`config.mk`:
```
export PLATFORM = sky130hd
export DESIGN_NAME = id_ex_stage
export DESIGN_NICKNAME = d
export VERILOG_FILES = /design/src/rtl/cpu_pkg.sv /design/src/rtl/load_use_detect.sv /design/src/rtl/id_ex_stage.sv
export SDC_FILE = /design/constraint.sdc
export NUM_CORES = 1
export LEC_CHECK = 0
export BUFFER_PORTS_ARGS = -buffer_cell sky130_fd_sc_hd__buf_2
export CAP_MARGIN = 25
export CORE_ASPECT_RATIO = 2
export CORE_MARGIN = 1
export CORE_UTILIZATION = 30
export CTS_BUF_LIST = sky130_fd_sc_hd__clkbuf_4 sky130_fd_sc_hd__clkbuf_8
export CTS_CLUSTER_SIZE = 28
export DETAILED_ROUTE_END_ITERATION = 10
export PLACE_DENSITY = 0.51
export SETUP_SLACK_MARGIN = 0.2
export SLEW_MARGIN = 10
export SYNTH_ARGS = -nofsm -noshare
export SYNTH_HDL_FRONTEND = slang
export SYNTH_HIERARCHICAL = 1
export SYNTH_SLANG_ARGS = --single-unit
```
`constraint.sdc`:
```
create_clock -name clk -period 2.7 [get_ports clk]
set_input_delay 0.27 -clock clk [delete_from_list [all_inputs] [get_ports clk]]
set_output_delay 0.27 -clock clk [all_outputs]
set_load 0.02 [all_outputs]
```
`src/rtl/cpu_pkg.sv`:
```
// Shared CPU pipeline types: decoded control bundle, bubble constant and ID/EX stage states.
package cpu_pkg;
  localparam int DW_DEF = 8;
  localparam int RW_DEF = 3;

  typedef struct packed {
    logic       reg_write;
    logic       mem_read;
    logic       mem_write;
    logic       alu_src;
    logic [3:0] alu_op;
  } ctrl_t;

  localparam ctrl_t CTRL_BUBBLE = '0;

  typedef enum logic {RUN = 1'b0, STALL = 1'b1} stage_state_e;
endpackage

```
`src/rtl/load_use_detect.sv`:
```
// Pure comparator: a pending load's destination matches either operand register of a consumer.
module load_use_detect #(
  parameter int RW = 3
) (
  input  logic          ld_valid_i,
  input  logic [RW-1:0] ld_rd_i,
  input  logic          use_valid_i,
  input  logic [RW-1:0] use_rs_i,
  input  logic [RW-1:0] use_rd_i,
  output logic          hazard_o
);
  // r0 is hardwired zero, so a load into it never produces a dependency
  assign hazard_o = ld_valid_i && (ld_rd_i != '0) && use_valid_i &&
                    ((ld_rd_i == use_rs_i) || (ld_rd_i == use_rd_i));
endmodule

```
`src/rtl/id_ex_stage.sv`:
```
// ID/EX pipeline register with load-use stall FSM, held-flush latch and saturating stall counter.
module id_ex_stage import cpu_pkg::*; #(
  parameter int DW       = DW_DEF,
  parameter int RW       = RW_DEF,
  parameter int LOAD_LAT = 1,
  parameter int CNT_W    = 16
) (
  input  logic             clk,
  input  logic             reset,
  input  logic             id_valid,
  input  logic [RW-1:0]    id_rs,
  input  logic [RW-1:0]    id_rd,
  input  logic [DW-1:0]    id_rs_val,
  input  logic [DW-1:0]    id_rd_val,
  input  logic [DW-1:0]    id_imm,
  input  ctrl_t            id_ctrl,
  input  logic             flush,
  input  logic             ex_hold,
  output logic             ex_valid,
  output logic [RW-1:0]    ex_rs,
  output logic [RW-1:0]    ex_rd,
  output logic [DW-1:0]    ex_rs_val,
  output logic [DW-1:0]    ex_rd_val,
  output logic [DW-1:0]    ex_imm,
  output ctrl_t            ex_ctrl,
  output logic             pc_write_en,
  output logic             ifid_write_en,
  output logic [CNT_W-1:0] stall_count
);
  localparam int BW = 3;

  logic             ex_valid_q, ex_valid_d;
  logic [RW-1:0]    ex_rs_q, ex_rs_d, ex_rd_q, ex_rd_d;
  logic [DW-1:0]    ex_rs_val_q, ex_rs_val_d, ex_rd_val_q, ex_rd_val_d, ex_imm_q, ex_imm_d;
  ctrl_t            ex_ctrl_q, ex_ctrl_d;
  stage_state_e     state_q, state_d;
  logic [BW-1:0]    bub_cnt_q, bub_cnt_d;
  logic             pend_flush_q, pend_flush_d;
  logic [CNT_W-1:0] cnt_q, cnt_d;
  logic             ld_use, hazard, eff_flush, stall_cycle, load_bubble;

  load_use_detect #(.RW(RW)) u_detect (
    .ld_valid_i (ex_valid_q && ex_ctrl_q.mem_read),
    .ld_rd_i    (ex_rd_q),
    .use_valid_i(id_valid),
    .use_rs_i   (id_rs),
    .use_rd_i   (id_rd),
    .hazard_o   (ld_use)
  );

  assign hazard      = (state_q == RUN) && ld_use;
  assign eff_flush   = flush || pend_flush_q;
  assign stall_cycle = !ex_hold && !eff_flush && (hazard || (state_q == STALL));
  assign pc_write_en   = !ex_hold && !stall_cycle;
  assign ifid_write_en = pc_write_en;

  always_comb begin
    ex_valid_d   = ex_valid_q;
    ex_rs_d      = ex_rs_q;
    ex_rd_d      = ex_rd_q;
    ex_rs_val_d  = ex_rs_val_q;
    ex_rd_val_d  = ex_rd_val_q;
    ex_imm_d     = ex_imm_q;
    ex_ctrl_d    = ex_ctrl_q;
    state_d      = state_q;
    bub_cnt_d    = bub_cnt_q;
    pend_flush_d = pend_flush_q;
    load_bubble  = 1'b0;
    if (ex_hold) begin
      pend_flush_d = pend_flush_q || flush;
    end else if (eff_flush) begin
      load_bubble  = 1'b1;
      state_d      = RUN;
      bub_cnt_d    = '0;
      pend_flush_d = 1'b0;
    end else if (state_q == STALL) begin
      load_bubble = 1'b1;
      bub_cnt_d   = bub_cnt_q - 1'b1;
      if (bub_cnt_q == BW'(1)) state_d = RUN;
    end else if (hazard) begin
      load_bubble = 1'b1;
      bub_cnt_d   = BW'(LOAD_LAT - 1);
      state_d     = (LOAD_LAT == 1) ? RUN : STALL;
    end else if (id_valid) begin
      ex_valid_d  = 1'b1;
      ex_rs_d     = id_rs;
      ex_rd_d     = id_rd;
      ex_rs_val_d = id_rs_val;
      ex_rd_val_d = id_rd_val;
      ex_imm_d    = id_imm;
      ex_ctrl_d   = id_ctrl;
    end else begin
      load_bubble = 1'b1;
    end
    // bubbles carry zero registers so the forwarding unit never matches on them
    if (load_bubble) begin
      ex_valid_d  = 1'b0;
      ex_rs_d     = '0;
      ex_rd_d     = '0;
      ex_rs_val_d = '0;
      ex_rd_val_d = '0;
      ex_imm_d    = '0;
      ex_ctrl_d   = CTRL_BUBBLE;
    end
  end

  assign cnt_d = (stall_cycle && !(&cnt_q)) ? cnt_q + 1'b1 : cnt_q;

  always_ff @(posedge clk) begin
    if (reset) begin
      ex_valid_q   <= 1'b0;
      ex_rs_q      <= '0;
      ex_rd_q      <= '0;
      ex_rs_val_q  <= '0;
      ex_rd_val_q  <= '0;
      ex_imm_q     <= '0;
      ex_ctrl_q    <= CTRL_BUBBLE;
      state_q      <= RUN;
      bub_cnt_q    <= '0;
      pend_flush_q <= 1'b0;
      cnt_q        <= '0;
    end else begin
      ex_valid_q   <= ex_valid_d;
      ex_rs_q      <= ex_rs_d;
      ex_rd_q      <= ex_rd_d;
      ex_rs_val_q  <= ex_rs_val_d;
      ex_rd_val_q  <= ex_rd_val_d;
      ex_imm_q     <= ex_imm_d;
      ex_ctrl_q    <= ex_ctrl_d;
      state_q      <= state_d;
      bub_cnt_q    <= bub_cnt_d;
      pend_flush_q <= pend_flush_d;
      cnt_q        <= cnt_d;
    end
  end

  assign ex_valid    = ex_valid_q;
  assign ex_rs       = ex_rs_q;
  assign ex_rd       = ex_rd_q;
  assign ex_rs_val   = ex_rs_val_q;
  assign ex_rd_val   = ex_rd_val_q;
  assign ex_imm      = ex_imm_q;
  assign ex_ctrl     = ex_ctrl_q;
  assign stall_count = cnt_q;
endmodule

```
# After elaboration in Yosys (flattened, before gate mapping)
# Cells that the tools add are included.
# totals
in_bits,43
wordCells,60
out_inout_bits,57
regBits,60
# op_classes
add_sub_neg,2
mux,13
n_reduce_logical,23
n_bitwise,4
eq_ne,3
# op_table
op,count
adder 16 x 1 -> 16 bit (second input constant),1
AND reduction 16 bit,1
two-way mux 1 bit,10
logical AND 1 bit,9
two-way mux 3 bit,3
equality test 3 bit,2
nonzero test 3 bit,2
AND reduction 5 bit,1
zero test 1 bit,4
NOT 1 bit,4
equality test 3 x 1 -> 1 bit (second input constant),1
logical OR 1 bit,3
subtractor 3 x 1 -> 3 bit (second input constant),1
AND reduction 2 bit,1
nonzero test 2 bit,1
OR reduction 2 bit,1

# Longest topological paths before layout
# logic_depth
ltp_word,10
ltp_mapped,9
depth_no_buf,7

# By module
# Netlist, hierarchy kept.
# modules_own_cells
module,instances,seq_area_each_um2,area_each_um2,cells_each
id_ex_stage,1,1201.2,2387.3,265
load_use_detect,1,0.0,83.8,12

# Least setup slack after synthesis
# Ideal clock, no wire load.
# synth_path
path_type,flip-flop to flip-flop
from,register ex_rd_q[2] (netlist: ex_rd[2])
to,register cnt_q[7] (netlist: stall_count[7])
arrival_time_ns,2.205
period_less_slack_ns,2.326
path_stages_with_launch,8
required_ns,2.579
setup_slack_ns,0.374
path_cell_list,dfxtp_1 xnor2_1 o211ai_1 a21oi_1 nor2_1 or4_2 nor3_1 mux2_2
# synth_between
elab_chain_len,8
# synth_rtl
item,line,source
from (decl),id_ex_stage.sv:33,"logic [RW-1:0] ex_rs_q, ex_rs_d, ex_rd_q, ex_rd_d;"
from (signal assigned),id_ex_stage.sv:125,ex_rd_q <= ex_rd_d;
nonzero test 3 bit,load_use_detect.sv:13,assign hazard_o = ld_valid_i && (ld_rd_i != '0) && use_valid_i &&
logical AND 1 bit (2 in a row),load_use_detect.sv:13,
logical AND 1 bit *,load_use_detect.sv:13,
net ld_use,id_ex_stage.sv:40,"logic ld_use, hazard, eff_flush, stall_cycle, load_bubble;"
logical AND 1 bit *,id_ex_stage.sv:51,assign hazard = (state_q == RUN) && ld_use;
logical OR 1 bit *,id_ex_stage.sv:53,assign stall_cycle = !ex_hold && !eff_flush && (hazard || (state_q == STALL));
logical AND 1 bit *,id_ex_stage.sv:53,
logical AND 1 bit *,id_ex_stage.sv:107,assign cnt_d = (stall_cycle && !(&cnt_q)) ? cnt_q + 1'b1 : cnt_q;
to (signal assigned),id_ex_stage.sv:133,cnt_q <= cnt_d;
to (decl),id_ex_stage.sv:39,"logic [CNT_W-1:0] cnt_q, cnt_d;"
# The timed path passes the listed nets; every way through them passes the cells marked *.
# A chain may end at the register's enable or synchronous reset.

# Worst setup path in the final report
# layout_path
from,register ex_rd_q[1] (netlist: ex_rd[1])
to,register cnt_q[7] (netlist: stall_count[7])
# The elaborated chain is that of the path after synthesis.

==> impl_metrics.yaml <==
critical_path:
  critPathCaptureType: "register"
  crit_path_top_delay_cell: "or4_2"
  crit_fanout: 5
  required_ns: 2.93
  cp_top_family: "simple AND/OR/NAND/NOR gates"
  path_buf_inv: 0
  cp.arrival_ns: 2.58
  critPathMaxStageDelay_ns: 0.72
  startpoint_type: "register"
  critical_path_class: "register to register"
  r2r_slack_ns: 0.35
  path_cells: "xnor2_1 -> o211ai_1 -> a21oi_2 -> nor2_1 -> or4_2 -> nor3_1 -> mux2_2"
place:
  gp_congestion: 0.755
  dp.cells: 456
  io_buffers: 99
  dp_hpwl_um: 4780
detailed_routing:
  top_layer_used: "met4"
  drc_errors: 0
  route.met3.wl_um: 366
  wl_met2_um: 3560
  wl_met1_um: 2730
  firstDrtPassIters: 6
  ant_nets: 0
  vias: 2408
  routedWlPerCell_um: 14.4
  drtIter0Drc: 147
  wirelength_um: 6810
  viasPerCell: 5.10
global_routing:
  overflow: 0
  grtUsageTotal: 0.167
  grt_max_degree: 46
  grt_pass1_vias: 2306
  grt_pass1_wl_um: 10700
  antenna_found_initial: 0
timing:
  layout_min_cycle_time_ns: 2.35
  hold_viol_final: 0
  finalHoldWorstSlack_ns: 0.167
  rsz0062_at_grt: "false"
  clock_skew_ns: 0.00744
  finalSetupViolations: 0
  tightestPinTransition_ns: 0.672
  slew_violations: 0
  max_freq_mhz: 426
  tns_ns: 0
  slew_headroom: 0.552
  fin_crit_sh: 0.870
power_and_ir_drop:
  comb_power_share: 0.071
  clock_power_share: 0.466
  p_int_mw: 1.52
  power_switching_mw: 0.441
  switching_share: 0.225
  p_leak_nw: 1.38
  pwr-share-seq: 0.463
  ir_worst_vdd_mv: 0.288
  total_power_mw: 1.96
  powerDensity_mw_per_mm2: 599
synth:
  synth.avg_cell_area_um2: 8.92
  yosysTopAreaCell: "dfxtp_1"
  yosysTopAreaCellShare: 0.486
  synth.area.top_cells: "dfxtp_1, a22oi_1, nor2_1"
  synth_area_mm2: 0.00247
  ys_seq_area_frac: 0.486
  yosysUniqueCellTypes: 37
  ys_ff_latch: 60
  syn_inst: 277
  ys_warn_count: 6
  ys.flop_type: "dfxtp_1"
  synthArstFlopShare: 0
  synth_enable_flop_cells: 0
  syn-num-nets: 323
cells_and_area:
  fin_cells: 472
  fin_nets: 417
  layout_commonest_cell: "buf_2"
  areaGrowthSynthToFinish_pct: 32.4
  fillerInstances: 857
  diodes: 0
  most-common-layout-cells: "buf_2, dfxtp_1, nor2_1, a22oi_1, a21oi_1"
  drive_gt1_frac: 0.343
floorplan:
  die-width_um: 66.2
  coreArea_mm2: 0.00794
  io-pin-count: 100
  initial_core_util: 0.311
  die_h_um: 130
  dieArea_mm2: 0.00863
  rows: 46
worst_hold_path:
  hold_path_class: "input port to register"
clock_tree:
  hold_buffers: 0
  clkTransAtPathRegs_ns: 0.07
  numCtsBuffers: 9
  htree_num_levels: 3
  cts_buffer_depth: 2
  cts_tree: "done"
  post_cts_buffers: 0
  clock-root-buffer: "clkbuf_8"
  clk_latency_ns: 0.33
  cts_sinks: 60
run_status:
  status: "complete, no violations"
run:
  cap_violations: 0
==> sequential cells by signal (all words and copies together), names as in the netlist, 3 cells and up <==
name and count:
ex_ctrl 8, stall_count 16, ex_rs_val 8, ex_rs 3, ex_rd_val 8, ex_rd 3
ex_imm 8, bub_cnt_q 3
==> Yosys cell counts, types with 6 or more instances <==
library cell and instances:
dfxtp_1 60, nor2_1 49, a22oi_1 38, clkbuf_1 17, a21oi_1 16, nand2_1 8
or4_1 8, o31ai_1 7, nand3_1 6, o21ai_0 6
==> metal layers <==
metal	track usage	up-vias
met4	0.0851	0
li1	-	1191
met1	0.183	1135
met3	0.0533	11
met2	0.283	71
met5	0	-
==> stage by stage <==
stage	utilization	instance area, um^2	setup slack [ns]
floorplan	-	2470	0.374
global placement	0.383	3040	0.334
detailed placement	0.383	3040	0.282
CTS	0.411	3270	0.275
global route	0.412	3270	0.200
finish	0.412	3270	0.350
==> final timing paths <==
path / to / depth (start not counted) / startpoint
max reg2reg: stall_count[7] / 7 / ex_rd[1]
min reg2reg: bub_cnt_q[0] / 2 / bub_cnt_q[0]
min: ex_imm[0] / 3 / id_imm[0]
max: stall_count[7] / 7 / ex_rd[1]
==> cells by family after synthesis <==
group                    after synthesis  synth area share
AND/OR/NAND/NOR                      105             0.216
AO/OA/AOI/OAI                         77             0.215
flip-flops                            60             0.486
buffers and inverters                 25            0.0400
XOR/XNOR                               4            0.0142
multiplexers                           3            0.0137
adder cells (fa/ha/maj)                3            0.0152
==> power by group through the flow <==
| stage | combinational, mW | sequential [mW] | clock, mW |
|---|---|---|---|
| 2_1_floorplan | 0.0608 | 0.943 | 0 |
| 3_3_place_gp | 0.139 | 0.927 | 0 |
| 3_5_place_dp | 0.140 | 0.928 | 0 |
| 4_1_cts | 0.140 | 0.908 | 0.944 |
| 5_1_grt | 0.152 | 0.909 | 0.983 |
| 6_report | 0.139 | 0.908 | 0.913 |
==> worst register-to-register path, cell delays in order (launching register included) <==
cell	delay, ns
dfxtp_1	0.41
xnor2_1	0.15
o211ai_1	0.12
a21oi_2	0.19
nor2_1	0.11
or4_2	0.72
nor3_1	0.19
mux2_2	0.36
==> cell type report <==
cell class / count / area (um^2) / area share
sequential: 60 / 1200 / 0.368
multi-input combinational: 192 / 1170 / 0.359
timing repair buffer: 104 / 533 / 0.163
clock buffer: 12 / 153 / 0.0467
tap: 96 / 120 / 0.0367
clock inverter: 4 / 72.6 / 0.0222
inverter: 4 / 15.0 / 0.00459
==> what timing repair did <==
item	in CTS	in global routing
endpoints found under the setup margin	0	5
resized for setup	0	2
hold endpoints to repair	0	0
Note: power is estimated with default switching activity, not from simulation.
